--- src/rtl/puf_pkg.sv ---
// Shared definitions for the ring-oscillator PUF datapath: default sizes,
// the packer state encoding and small helper functions.
package puf_pkg;

    // Ring-oscillator PUF defaults shared with ro_pair_puf.
    localparam int NROP_DEF   = 256;
    localparam int ACC_DEF    = 7;
    localparam int NDLY_DEF   = 8;
    localparam int NSTOP_DEF  = 16;

    // Key packer defaults.
    localparam int MARGIN_DEF = 8;
    localparam int WORD_DEF   = 8;

    // Widest vector the popcount helper accepts; callers zero-extend.
    localparam int POP_MAX    = 64;

    typedef enum logic [1:0] {
        IDLE = 2'd0,
        CAPT = 2'd1,
        EMIT = 2'd2
    } state_t;

    // Midpoint of an acc-bit unsigned count: a pair that wins exactly half
    // its races sits here.
    function automatic int mid_of(input int acc);
        return 1 << (acc - 1);
    endfunction

    function automatic int unsigned popcount(input logic [POP_MAX-1:0] v);
        int unsigned n;
        n = 0;
        for (int i = 0; i < POP_MAX; i++) begin
            n += 32'(v[i]);
        end
        return n;
    endfunction

endpackage

--- src/rtl/puf_bit_classify.sv ---
// Turns one pair's win count into a key bit and a stability flag.
// Key bit is set when the count reaches the midpoint; the bit is stable when
// the count lies at least MARGIN away from the midpoint (MARGIN <= MID).
module puf_bit_classify
    import puf_pkg::*;
#(
    parameter int ACC    = ACC_DEF,
    parameter int MARGIN = MARGIN_DEF
) (
    input  logic [ACC-1:0] i_count,
    output logic           o_key_bit,
    output logic           o_stable
);

    // One extra bit keeps count + MARGIN and MID + MARGIN from wrapping.
    localparam logic [ACC:0] MID_X    = (ACC+1)'(mid_of(ACC));
    localparam logic [ACC:0] MARGIN_X = (ACC+1)'(MARGIN);

    logic [ACC:0] w_count_x;

    assign w_count_x = {1'b0, i_count};
    assign o_key_bit = (w_count_x >= MID_X);
    assign o_stable  = (w_count_x >= MID_X + MARGIN_X) ||
                       (w_count_x + MARGIN_X <= MID_X);

endmodule

--- src/rtl/puf_key_packer.sv ---
// Captures one PUF result vector, classifies every pair and streams the key
// bits with their stability mask WORD bits per beat. Also reports how many
// pairs of the last fully streamed vector were unstable.
module puf_key_packer
    import puf_pkg::*;
#(
    parameter int NROP   = NROP_DEF,
    parameter int ACC    = ACC_DEF,
    parameter int MARGIN = MARGIN_DEF,
    parameter int WORD   = WORD_DEF
) (
    input  logic                      clk,
    input  logic                      rstn,
    input  logic [NROP*ACC-1:0]       co_v,
    input  logic                      res_valid,
    output logic                      res_ready,
    output logic [WORD-1:0]           key_data,
    output logic [WORD-1:0]           key_mask,
    output logic                      key_valid,
    input  logic                      key_ready,
    output logic                      key_last,
    output logic [$clog2(NROP+1)-1:0] unstable_cnt,
    output logic                      done
);

    localparam int NW     = NROP / WORD;
    localparam int WIDX_W = (NW > 1) ? $clog2(NW) : 1;
    localparam int CNT_W  = $clog2(NROP + 1);
    localparam logic [WIDX_W-1:0] LAST_IDX = WIDX_W'(NW - 1);

    state_t                r_state;
    state_t                w_state_next;
    logic [WORD*ACC-1:0]   r_cap [NW];
    logic [WIDX_W-1:0]     r_widx;
    logic [WIDX_W-1:0]     w_word_idx;
    logic [CNT_W-1:0]      r_running;
    logic [CNT_W-1:0]      r_unstable;
    logic [CNT_W-1:0]      w_beat_unstable;
    logic                  r_res_ready;
    logic                  r_key_valid;
    logic                  r_key_last;
    logic                  r_done;
    logic [WORD-1:0]       r_key_data;
    logic [WORD-1:0]       r_key_mask;
    logic [WORD-1:0]       w_bits;
    logic [WORD-1:0]       w_stable;
    logic [WORD-1:0]       w_unstable_bits;
    logic [WORD*ACC-1:0]   w_word;
    logic                  w_xfer;
    logic                  w_accept;
    logic                  w_load;

    assign w_xfer   = (r_state == IDLE) && res_valid && r_res_ready;
    assign w_accept = (r_state == EMIT) && r_key_valid && key_ready;

    // CAPT classifies the current word; in EMIT the word being loaded is the
    // one after the beat that is being accepted.
    assign w_word_idx = (r_state == EMIT) ? r_widx + 1'b1 : r_widx;
    assign w_word     = r_cap[w_word_idx];

    for (genvar j = 0; j < WORD; j++) begin : g_cls
        puf_bit_classify #(
            .ACC    (ACC),
            .MARGIN (MARGIN)
        ) u_cls (
            .i_count   (w_word[j*ACC +: ACC]),
            .o_key_bit (w_bits[j]),
            .o_stable  (w_stable[j])
        );
    end

    assign w_unstable_bits = ~r_key_mask;
    assign w_beat_unstable = CNT_W'(popcount(POP_MAX'(w_unstable_bits)));

    // State register.
    always_ff @(posedge clk or negedge rstn) begin
        // NOTE: sequential state uses non-blocking assignments so every flop
        // samples the pre-edge values regardless of statement order.
        if (!rstn) r_state <= IDLE;
        else       r_state <= w_state_next;
    end

    // Next-state and word-load decision.
    always_comb begin
        // NOTE: defaults first so no path through the case leaves a value
        // unassigned, which would infer a latch.
        w_state_next = r_state;
        w_load       = 1'b0;
        case (r_state)
            IDLE: if (w_xfer) w_state_next = CAPT;
            CAPT: begin
                w_load       = 1'b1;
                w_state_next = EMIT;
            end
            EMIT: begin
                if (w_accept) begin
                    if (r_key_last) w_state_next = IDLE;
                    else            w_load       = 1'b1;
                end
            end
            default: w_state_next = IDLE;
        endcase
    end

    // Capture buffer, written only on an IDLE handshake.
    always_ff @(posedge clk) begin
        // NOTE: the capture buffer is pure data and is always written before
        // it is read, so it carries no reset.
        if (w_xfer) begin
            for (int i = 0; i < NW; i++) begin
                r_cap[i] <= co_v[i*WORD*ACC +: WORD*ACC];
            end
        end
    end

    // Output beat registers, word index, unstable accounting and handshakes.
    always_ff @(posedge clk or negedge rstn) begin
        if (!rstn) begin
            r_res_ready <= 1'b0;
            r_key_valid <= 1'b0;
            r_key_last  <= 1'b0;
            r_key_data  <= '0;
            r_key_mask  <= '0;
            r_done      <= 1'b0;
            r_widx      <= '0;
            r_running   <= '0;
            r_unstable  <= '0;
        end else begin
            r_done      <= 1'b0;
            // Ready comes up one cycle after re-entering IDLE, so it stays
            // low during the done pulse.
            r_res_ready <= (r_state == IDLE) && !w_xfer;
            if (w_xfer) begin
                r_widx    <= '0;
                r_running <= '0;
            end
            if (w_load) begin
                r_key_data  <= w_bits;
                r_key_mask  <= w_stable;
                r_key_last  <= (w_word_idx == LAST_IDX);
                r_key_valid <= 1'b1;
            end
            if (w_accept) begin
                if (r_key_last) begin
                    r_key_valid <= 1'b0;
                    r_key_last  <= 1'b0;
                    r_unstable  <= r_running + w_beat_unstable;
                    r_done      <= 1'b1;
                end else begin
                    r_running <= r_running + w_beat_unstable;
                    r_widx    <= r_widx + 1'b1;
                end
            end
        end
    end

    assign res_ready    = r_res_ready;
    assign key_data     = r_key_data;
    assign key_mask     = r_key_mask;
    assign key_valid    = r_key_valid;
    assign key_last     = r_key_last;
    assign unstable_cnt = r_unstable;
    assign done         = r_done;

endmodule
--- config.mk ---
export PLATFORM = sky130hd
export DESIGN_NAME = puf_key_packer
export DESIGN_NICKNAME = d
export VERILOG_FILES = /design/src/rtl/puf_pkg.sv /design/src/rtl/puf_bit_classify.sv /design/src/rtl/puf_key_packer.sv
export SDC_FILE = /design/constraint.sdc
export NUM_CORES = 2
export LEC_CHECK = 0
export CORE_AREA = 4 4 714 716
export CTS_CLUSTER_SIZE = 14
export DETAILED_ROUTE_END_ITERATION = 6
export DIE_AREA = 0 0 718 720
export SYNTH_ARGS = -nofsm -noshare
export SYNTH_HDL_FRONTEND = slang
export SYNTH_HIERARCHICAL = 1
export SYNTH_SLANG_ARGS = --single-unit
--- constraint.sdc ---
create_clock -name clk -period 49.3 [get_ports clk]
set_input_delay 12.325 -clock clk [delete_from_list [all_inputs] [get_ports clk]]
set_output_delay 12.325 -clock clk [all_outputs]
set_load 0.05 [all_outputs]
==> run_results.csv <==
group,metric,value,unit
run_status,status,"finished clean",
min_path,hold_class,"reg2reg",
timing,fmax,55.2,MHz
logic_synthesis,syn-num-nets,4829,
timing,hold_violations,0,
min_path,holdCritStartpoint,"unstable_cnt[4]",
timing,finClkSkew,66.6,ps
timing,tightest_slew,1270,ps
route,drtAntennaViolNets,0,
clock_network,cts_buffers,216,
place,place.port_buffers,1824,
logic_synthesis,ys_seq_elements,1837,
finish,drive_gt1_share,17.4,%
die,pin_count,1825,
route,wl,401,mm
global_routing,grt_pass1_wl,496,mm
route,dr.pass1.iters,5,
power,swShare,32.7,%
die,fp.dieW,718,um
logic_synthesis,syn-cell-area,69800,um^2
power,worst_ir_drop_vdd,0.0339,mV
setup_path,crit_arrival,18590,ps
die,num_rows,261,
route,vias,43706,
logic_synthesis,async_flop_share,2.45,%
place,post-place-ws,30310,ps
timing,slew_viol_final,0,
clock_network,cts_resized,0,
power,p_seq_share,39.5,%
logic_synthesis,ys.warnings.count,6,
route,wl_met1,145,mm
min_path,holdPathStages,2,
route,wl_met2,200,mm
setup_path,crit_path_end_kind,"flip-flop",
route,dr_wl_met3,40.5,mm
clock_network,clockBufferDepth,4,
timing,setup_viol,0,
timing,fin_crit_sh,36.7,%
logic_synthesis,synth_edf_count,1792,
die,die_y,720,um
logic_synthesis,yosys.area.top_type,"edfxtp_1",
clock_network,clk-insertion-delay-late,910,ps
global_routing,grt_pass1_vias,44106,
route,drt_iter0_markers,4779,
route,vias_per_cell,3.64,
clock_network,cts_sinks,1837,
logic_synthesis,avgSynthCellArea,23.1,um^2
setup_path,r2r-start,"r_state[0]",
min_path,holdPathEnd,"unstable_cnt[4]",
die,die_area,517000,um^2
power,p_leak,32.3,nW
logic_synthesis,seq_area_frac_synth,78.7,%
route,wl_per_cell,33.5,um
timing,period_minus_slack,18110,ps
timing,slew_headroom,15.5,%
clock_network,h-tree-depth,4,
power,p_switching,0.00181,W
finish,syn_to_final_growth,48.7,%
logic_synthesis,yosysTopAreaCellShare,77.1,%
clock_network,clk_pin_slew,60,ps
power,power_density,53.4,nW/um^2
power,power_frac_comb,31.2,%
flow_run,drv_cap,0,
place,place.gp.congestion,0.932,
global_routing,overflow,0,
timing,rsz0062_at_grt,"false",
place,hpwl,333,mm
setup_path,start_kind,"input pin",
global_routing,antenna_found_initial,374,
logic_synthesis,ys_types,46,
global_routing,grt_max_degree,161,
power,clkPwrFrac,29.3,%
global_routing,track_usage,14.9,%
clock_network,cts_setup_buffers,0,
clock_network,postCtsHoldBufs,0,
logic_synthesis,synth_cells,3018,
finish,nets,6773,
power,p_int,0.00373,W
setup_path,crit_type,"in2reg",
route,drc,0,
setup_path,reg2reg_depth,14,
clock_network,tritoncts,"yes",
route,top_layer_used,"met5",
logic_synthesis,synth_area_leaders,"edfxtp_1 77%, mux4_2 14%, a22oi_1 2.4%",
setup_path,crit_required,49780,ps
die,start_util,13.9,%
clock_network,cts-root-buf,"clkbuf_16",
timing,worst_slack,31190,ps
logic_synthesis,synthFlopType,"edfxtp_1",
setup_path,r2r_slack,42110,ps
setup_path,timing.rr.end,"key_mask[6]",
die,coreArea,504000,um^2
timing,setup_tns,0,ps
finish,postLayoutCoreUtil,20.6,%
setup_path,path_max_fanout,160,
cells by family after synthesis:
family                   after synthesis  synth area share [%]
XOR/XNOR                              15                 0.215
AO/OA/AOI/OAI                        334                  3.34
AND/OR/NAND/NOR                      156                  1.28
multiplexers                         469                  14.7
adder cells (fa/ha/maj)               15                 0.323
buffers and inverters                192                  1.44
flip-flops                          1837                  78.7
flip-flops by register name, summed over array words and instances, names as in the netlist:
| register | count |
|---|---|
| res_ready | 1 |
| key_data | 8 |
| done | 1 |
| key_mask | 8 |
| r_running | 9 |
| key_valid | 1 |
| r_cap | 1792 |
| r_widx | 5 |
| key_last | 1 |
| unstable_cnt | 9 |
| r_state | 2 |
power groups by stage:
stage | registers [W] | logic [W] | clock network, W
after global routing | 0.00221 | 0.00183 | 0.00173
after CTS | 0.00219 | 0.00179 | 0.00167
after floorplan | 0.00263 | 0.000976 | 0
after global placement | 0.00221 | 0.00177 | 0
after detailed placement | 0.00222 | 0.00178 | 0
final | 0.00219 | 0.00173 | 0.00162
worst max-delay path by stage:
stage	depth (start not counted)	endpoint	startpoint	slack [ps]
after global routing	8	r_cap[15][42]	res_valid	30940
after global placement	8	r_cap[12][48]	res_valid	30660
after CTS	8	r_cap[12][41]	res_valid	31350
final	8	r_cap[12][48]	res_valid	31190
after detailed placement	8	r_cap[12][48]	res_valid	30310
after floorplan	2	r_cap[0][0]	res_valid	9140
Yosys cell counts (2+ instances only):
cell type and number:
clkbuf_1 63, mux2_2 20, o21ai_1 2, nand2_1 33, buf_2 62, a32oi_1 2
a31oi_1 56, buf_4 32, mux2i_1 5, buf_6 12, dfrtp_1 45, a21oi_1 12
o21ai_0 30, buf_1 10, edfxtp_1 1792, or3_1 9, o2111ai_1 2, nand3_1 14
and2_1 4, nor4b_1 8, mux4_2 444, fa_1 5, xnor2_1 5, nand4_1 2
ha_1 10, a22oi_1 221, and4b_1 8, nor2_1 13, nor2b_1 3, and3_1 58
xor2_1 9, inv_1 13
critical path, cell delays in order:
cell and delay (ps):
clkdlybuf4s50_1 480, nand3_1 400, clkinvlp_4 670, buf_12 530
buf_4 920, buf_4 730, buf_4 790, buf_4 1070
per-stage QoR:
| step | power [W] | cells | instance area (um^2) | hold WS, ps |
|---|---|---|---|---|
| 2_1_floorplan | 0.00360 | 3018 | 69800 | 474 |
| 3_3_place_gp | 0.00398 | 11450 | 96400 | 491 |
| 3_5_place_dp | 0.00400 | 11450 | 96400 | 489 |
| 4_1_cts | 0.00565 | 11848 | 103000 | 501 |
| 5_1_grt | 0.00577 | 11936 | 104000 | 519 |
| 6_report | 0.00554 | 11999 | 104000 | 492 |
layout by cell type (no fill, tap or decap), types with 37 or more instances in the layout:
cell,instances
clkdlybuf4s50_1,1819
clkinv_1,43
edfxtp_1,1792
and3_1,58
clkbuf_16,218
mux4_2,444
a31oi_1,53
diode_2,151
dfrtp_1,45
a22oi_1,221
buf_4,76
clkinv_2,37
layout make-up:
cell class                      count  area (um^2)
Clock buffer                      246         5560
Clock inverter                    152         1480
Fill cell                       52826       400000
Inverter                           13         52.6
Multi-Input combinational cell    989        14000
Timing Repair Buffer             1905        19000
Tap cell                         6706         8390
Sequential cell                  1837        54900
Antenna cell                      151          378
layer usage:
layer  up-vias  global-route usage, %
met4       124                   5.48
li1      17120                      -
met3       765                   5.25
met2      2982                   25.6
met1     22715                   16.9
met5         -                      0
Note: power is estimated with default switching activity, not from simulation.
